<file path="src/rtl/if_prefetch.sv">
// Instruction-fetch prefetch buffer.
// Issues one outstanding fetch at a time into a circular {pc, inst} FIFO.
// A redirect flushes the FIFO. A response that is still in flight when the
// redirect arrives is drained in DROP and then discarded.
module if_prefetch #(
    parameter int unsigned        ADDR_W   = 32,
    parameter int unsigned        INST_W   = 32,
    parameter int unsigned        DEPTH    = 4,
    parameter logic [ADDR_W-1:0]  RESET_PC = '0
) (
    input  logic                       clk,
    input  logic                       rst,
    input  logic                       redirect_i,
    input  logic [ADDR_W-1:0]          redirect_pc_i,
    output logic                       mem_req_o,
    output logic [ADDR_W-1:0]          mem_addr_o,
    input  logic                       mem_valid_i,
    input  logic [INST_W-1:0]          mem_inst_i,
    output logic                       inst_valid_o,
    output logic [INST_W-1:0]          inst_o,
    output logic [ADDR_W-1:0]          pc_o,
    input  logic                       id_ready_i,
    output logic                       halt_req_o,
    output logic [$clog2(DEPTH):0]     count_o
);

    localparam int unsigned PTR_W = $clog2(DEPTH);
    localparam int unsigned CNT_W = PTR_W + 1;

    typedef enum logic [1:0] {
        IDLE = 2'd0,
        BUSY = 2'd1,
        DROP = 2'd2
    } state_t;

    state_t             state;
    state_t             state_next;

    logic [ADDR_W-1:0]  pc_mem   [DEPTH];
    logic [INST_W-1:0]  inst_mem [DEPTH];
    logic [PTR_W-1:0]   rd_ptr;
    logic [PTR_W-1:0]   wr_ptr;
    logic [CNT_W-1:0]   count;
    logic [CNT_W-1:0]   count_after;

    logic [ADDR_W-1:0]  fetch_pc;
    logic [ADDR_W-1:0]  fetch_pc_next;
    logic [ADDR_W-1:0]  mem_addr;
    logic [ADDR_W-1:0]  mem_addr_next;

    logic               push;
    logic               pop;
    logic               room;

    // Head of the FIFO is visible directly from storage
    assign inst_valid_o = (count != '0);
    assign halt_req_o   = (count == '0);
    assign inst_o       = inst_mem[rd_ptr];
    assign pc_o         = pc_mem[rd_ptr];
    assign count_o      = count;
    assign mem_req_o    = (state != IDLE);
    assign mem_addr_o   = mem_addr;

    // A redirect suppresses the pop so the flush wins over decode.
    assign pop = (count != '0) && id_ready_i && !redirect_i;

    // Occupancy after this cycle's push, used to decide whether to keep fetching.
    assign count_after = count + CNT_W'(1) - CNT_W'(pop);
    assign room        = (count_after < CNT_W'(DEPTH));

    // Next-state, fetch PC and request address selection
    always_comb begin
        state_next    = state;
        fetch_pc_next = fetch_pc;
        mem_addr_next = mem_addr;
        push          = 1'b0;
        case (state)
            IDLE: begin
                if (redirect_i) begin
                    fetch_pc_next = redirect_pc_i;
                end else if (count < CNT_W'(DEPTH)) begin
                    state_next    = BUSY;
                    mem_addr_next = fetch_pc;
                end
            end
            BUSY: begin
                if (redirect_i) begin
                    fetch_pc_next = redirect_pc_i;
                    state_next    = mem_valid_i ? IDLE : DROP;
                end else if (mem_valid_i) begin
                    push          = 1'b1;
                    fetch_pc_next = fetch_pc + ADDR_W'(3'd4);
                    if (room) begin
                        mem_addr_next = fetch_pc + ADDR_W'(3'd4);
                    end else begin
                        state_next = IDLE;
                    end
                end
            end
            DROP: begin
                if (redirect_i) begin
                    fetch_pc_next = redirect_pc_i;
                end
                if (mem_valid_i) begin
                    state_next = IDLE;
                end
            end
            default: begin
                state_next = IDLE;
            end
        endcase
    end

    // FSM state, fetch PC and held request address registers
    always_ff @(posedge clk or negedge rst) begin
        if (!rst) begin
            state    <= IDLE;
            fetch_pc <= RESET_PC;
            mem_addr <= '0;
        end else begin
            state    <= state_next;
            fetch_pc <= fetch_pc_next;
            mem_addr <= mem_addr_next;
        end
    end

    // FIFO pointers and occupancy; a redirect empties the FIFO by aligning the pointers
    always_ff @(posedge clk or negedge rst) begin
        if (!rst) begin
            rd_ptr <= '0;
            wr_ptr <= '0;
            count  <= '0;
        end else if (redirect_i) begin
            rd_ptr <= wr_ptr;
            count  <= '0;
        end else begin
            if (push) begin
                wr_ptr <= wr_ptr + PTR_W'(1);
            end
            if (pop) begin
                rd_ptr <= rd_ptr + PTR_W'(1);
            end
            case ({push, pop})
                2'b10:   count <= count + CNT_W'(1);
                2'b01:   count <= count - CNT_W'(1);
                default: count <= count;
            endcase
        end
    end

    // FIFO storage; cleared on reset so the head reads zero while empty after reset
    always_ff @(posedge clk or negedge rst) begin
        if (!rst) begin
            for (int unsigned i = 0; i < DEPTH; i++) begin
                pc_mem[i]   <= '0;
                inst_mem[i] <= '0;
            end
        end else if (push) begin
            pc_mem[wr_ptr]   <= mem_addr;
            inst_mem[wr_ptr] <= mem_inst_i;
        end
    end

endmodule

</file>
<file path="config.mk">
export PLATFORM = sky130hd
export DESIGN_NAME = if_prefetch
export DESIGN_NICKNAME = d
export VERILOG_FILES = /design/src/rtl/if_prefetch.sv
export SDC_FILE = /design/constraint.sdc
export NUM_CORES = 1
export LEC_CHECK = 0
export CAP_MARGIN = 20
export CORE_ASPECT_RATIO = 1.25
export CORE_MARGIN = 2
export CORE_UTILIZATION = 45
export DETAILED_ROUTE_END_ITERATION = 16
export GPL_ROUTABILITY_DRIVEN = 0
export GPL_TIMING_DRIVEN = 0
export PLACE_DENSITY = 0.66
export SYNTH_ARGS = -nofsm -noshare
export SYNTH_HDL_FRONTEND = slang
export SYNTH_SLANG_ARGS = --single-unit
export TNS_END_PERCENT = 100
</file>
<file path="constraint.sdc">
create_clock -name clk -period 3.33 [get_ports clk]
set_input_delay 0.8325 -clock clk [delete_from_list [all_inputs] [get_ports clk]]
set_output_delay 0.8325 -clock clk [all_outputs]
set_load 0.01 [all_outputs]
</file>
==> summary.md <==
| Metric | Value |
|---|---|
| Crit path max fanout | `10` |
| Clk_lat worst skew | `0.52 ns` |
| Root Buffer Master | `clkbuf_16` |
| Final core occ | `56.1%` |
| First-pass GRT wire length | `57400 um` |
| Port bufs | `170` |
| CTS tree | `yes` |
| Fmax | `310 MHz` |
| Worst Path Buf+Inv | `3` |
| Die H | `210 um` |
| Congestion Overflow GR | `0` |
| Clock Tree Buf Depth | `3` |
| Worst reg-to-reg path cell count | `8` |
| N_diodes | `0` |
| Starting Density | `45.7%` |
| Sequential share of the synthesized area | `53.7%` |
| Distinct cells, synth | `55` |
| Cell count after synthesis | `1084` |
| Net Count, Synth | `1161` |
| RSZ-0062 raised after global routing | `true` |
| Final setup vio count | `0` |
| Fin Clk Skew | `0.0138 ns` |
| Share of layout cells above drive strength 1 | `34.5%` |
| Post-CTS Setup Bufs | `0` |
| CP Cell Sequence | `buf_8 > buf_8 > mux4_2 > clkdlybuf4s50_1` |
| Reg2reg start | `count_o[0]` |
| Synthesis-stage register bit count | `329` |
| Ranking of synthesized cells by area | `dfrtp_1, mux2_2, mux4_2` |
| Final slew viol count | `0` |
| Syn avg cell area | `14.1 um^2` |
| CP max stage cell | `mux4_2` |
| DRC violations left | `0` |
| Area growth syn-to-layout | `23.0%` |
| Most frequent cells after synthesis | `dfrtp_1, mux2_2, mux4_2, nand2_1, clkbuf_1` |
| Core footprint | `33600 um^2` |
| Post-route ant nets | `0` |
| Ports | `171` |
| Ys flop type | `dfrtp_1` |
| Worst R2R Setup Slack | `0.51 ns` |
| Async SR Flop Fraction | `100%` |
| Layout net count | `1370` |
| Area fraction of the dominant cell type after synthesis | `53.7%` |
| Fillers | `2800` |
| Hold Buf Count CTS | `0` |
| Vias in the first global route | `10.1k` |
| HPWL after detailed placement | `24900 um` |
| Tot GR Track Use | `20.6%` |
| Final Hold Fails | `0` |
| CTS Sinks | `329` |
| Critical setup path kind | `register to output pin` |
| Post-synth top area cell | `dfrtp_1` |
| CP startpoint kind | `register` |
| Max IR drop VDD | `0.000461 V` |
| Warning count from the yosys run | `0` |
| Post-route clock period utilization | `96.7%` |
| Pwr/cell area | `995 nW/um^2` |
| Initial DRT Pass Iterations | `5` |
| Multi-input gate area | `6730 um^2` |
| Number of synthesized flops with an enable pin | `0` |
| Worst slew pin tran | `0.941 ns` |
| Hold Path Class | `input port to asynchronous set/reset pin` |
| Setup_tns | `0 ns` |
| Initial antenna violation count | `0` |
| Via/cell ratio | `5.60` |
| CP delay by family, top | `buffers and inverters` |
| Register Area | `8230 um^2` |
| Largest net degree at the start of global routing | `124` |
| First DRT Iteration DRCs | `484` |
| Clock-pin slew of the registers on the worst-case setup and hold paths | `0.06 ns` |
| RR Endpoint | `mem_addr_o[4]` |
| DR WL/cell | `20.4 um` |
| Maxcap violations | `0` |
| Most frequent CP cell | `buf_8` |
| Slew Limit Headroom | `37.3%` |
| Arrival time at the worst endpoint | `2.39 ns` |
| Min Tclk post-route | `3.22 ns` |
| Via count | `9749` |
| Crit path capture type | `output pin` |
| Outcome | `finished, final reports clean` |
| CTS H-tree lvls | `2` |
| P_leak | `0.00810 uW` |
| Post-Syn Area | `15300 um^2` |
| Die ar. | `35600 um^2` |
| Die Width | `169 um` |
| Top-count cell post-synth | `dfrtp_1` |
| Row count | `75` |
| TritonCTS Buffers | `35` |
| Final wirelength | `35600 um` |
| CP required | `2.50 ns` |
| Largest stage delay, worst path | `0.57 ns` |
## worst register-to-register path: stages, from the launching register on
cell and delay (ns):
dfrtp_1 0.39, inv_1 0.10, ha_1 0.33, or3b_1 0.40, o31ai_1 0.40, a31oi_1 0.17
o21bai_2 0.34, buf_6 0.25, mux2_4 0.32
## state kept, by name (all words and copies together), names as in the netlist
name and count:
inst_mem 128, pc_mem 128, fetch_pc 32, mem_addr_o 32
count_o 3, rd_ptr 2, state 2, wr_ptr 2
## metrics by stage
stage                     setup slack (ns)  hold WS (ns)  instances  power (uW)  instance area, um^2
after CTS                          0.00214         0.401       1741       19000                18800
final                                0.109         0.383       1741       18800                18900
after detailed placement            -0.399         0.470       1679       15000                17600
after floorplan                      0.739         0.445       1084       11500                15300
after global routing              -0.00742         0.444       1741       19900                18900
after global placement              -13.00         0.460       1677       14800                17600
## per-layer routing
layer	routed length (um)	global-route usage, %	vias to the layer above	share of wire, %
met3	1440	2.91	66	4.0
met1	15200	27.4	4981	43
met5	0	0	-	0
met4	1050	7.16	0	2.9
li1	-	-	4452	-
met2	17900	34.9	250	50
## cell type report
cell class | count | area share, %
flip-flops and latches | 329 | 43.6
multi-input cells | 671 | 35.7
repair buffers | 172 | 9.38
clock buffers | 53 | 5.76
well taps | 423 | 2.81
plain buffers | 72 | 2.06
clock inverters | 9 | 0.411
inverters | 12 | 0.239
## timing repair
action	in CTS	in global routing
pin swaps	0	0
endpoints found under the setup margin	58	26
resized for setup	30	9
## worst max path at each step
stage	from	endpoint	slack [ns]	cells after the start
finish	rd_ptr[0]	pc_o[14]	0.11	4
global route	rd_ptr[0]	pc_o[0]	-0.007	4
CTS	rd_ptr[1]	pc_o[0]	0.002	4
detailed placement	redirect_i	pc_mem[114]	-0.40	6
global placement	rst	inst_mem[28]	-13.00	1
floorplan	count_o[0]	mem_addr_o[0]	0.74	8
## cells by family (layout without fill, tap and decap cells)
group	after synthesis	count (layout)	synth area share [%]
mux	349	349	31.0
simple gates	170	170	5.68
buf+inv	84	318	2.43
fa+ha+maj	8	8	0.653
xor+xnor	34	34	1.94
compound gates	110	110	4.61
flops	329	329	53.7
## layout by cell type, fill, tap and decap left out, drive strengths merged, types with 29 or more instances in the layout
cell type,instances
a21oi,32
buf,39
clkbuf,89
clkdlybuf4s50,166
dfrtp,329
mux2,283
mux4,64
nand2,57
nor2,29
xnor2,31
## report_power, final
part	total, uW	switching, uW	internal [uW]	leakage, uW
sequential	7080	1260	5820	0.00405
clock	3890	1560	2330	0.000581
combinational	7790	3030	4760	0.00347
total	18800	5850	12900	0.00810
Note: power is estimated with default switching activity, not from simulation.
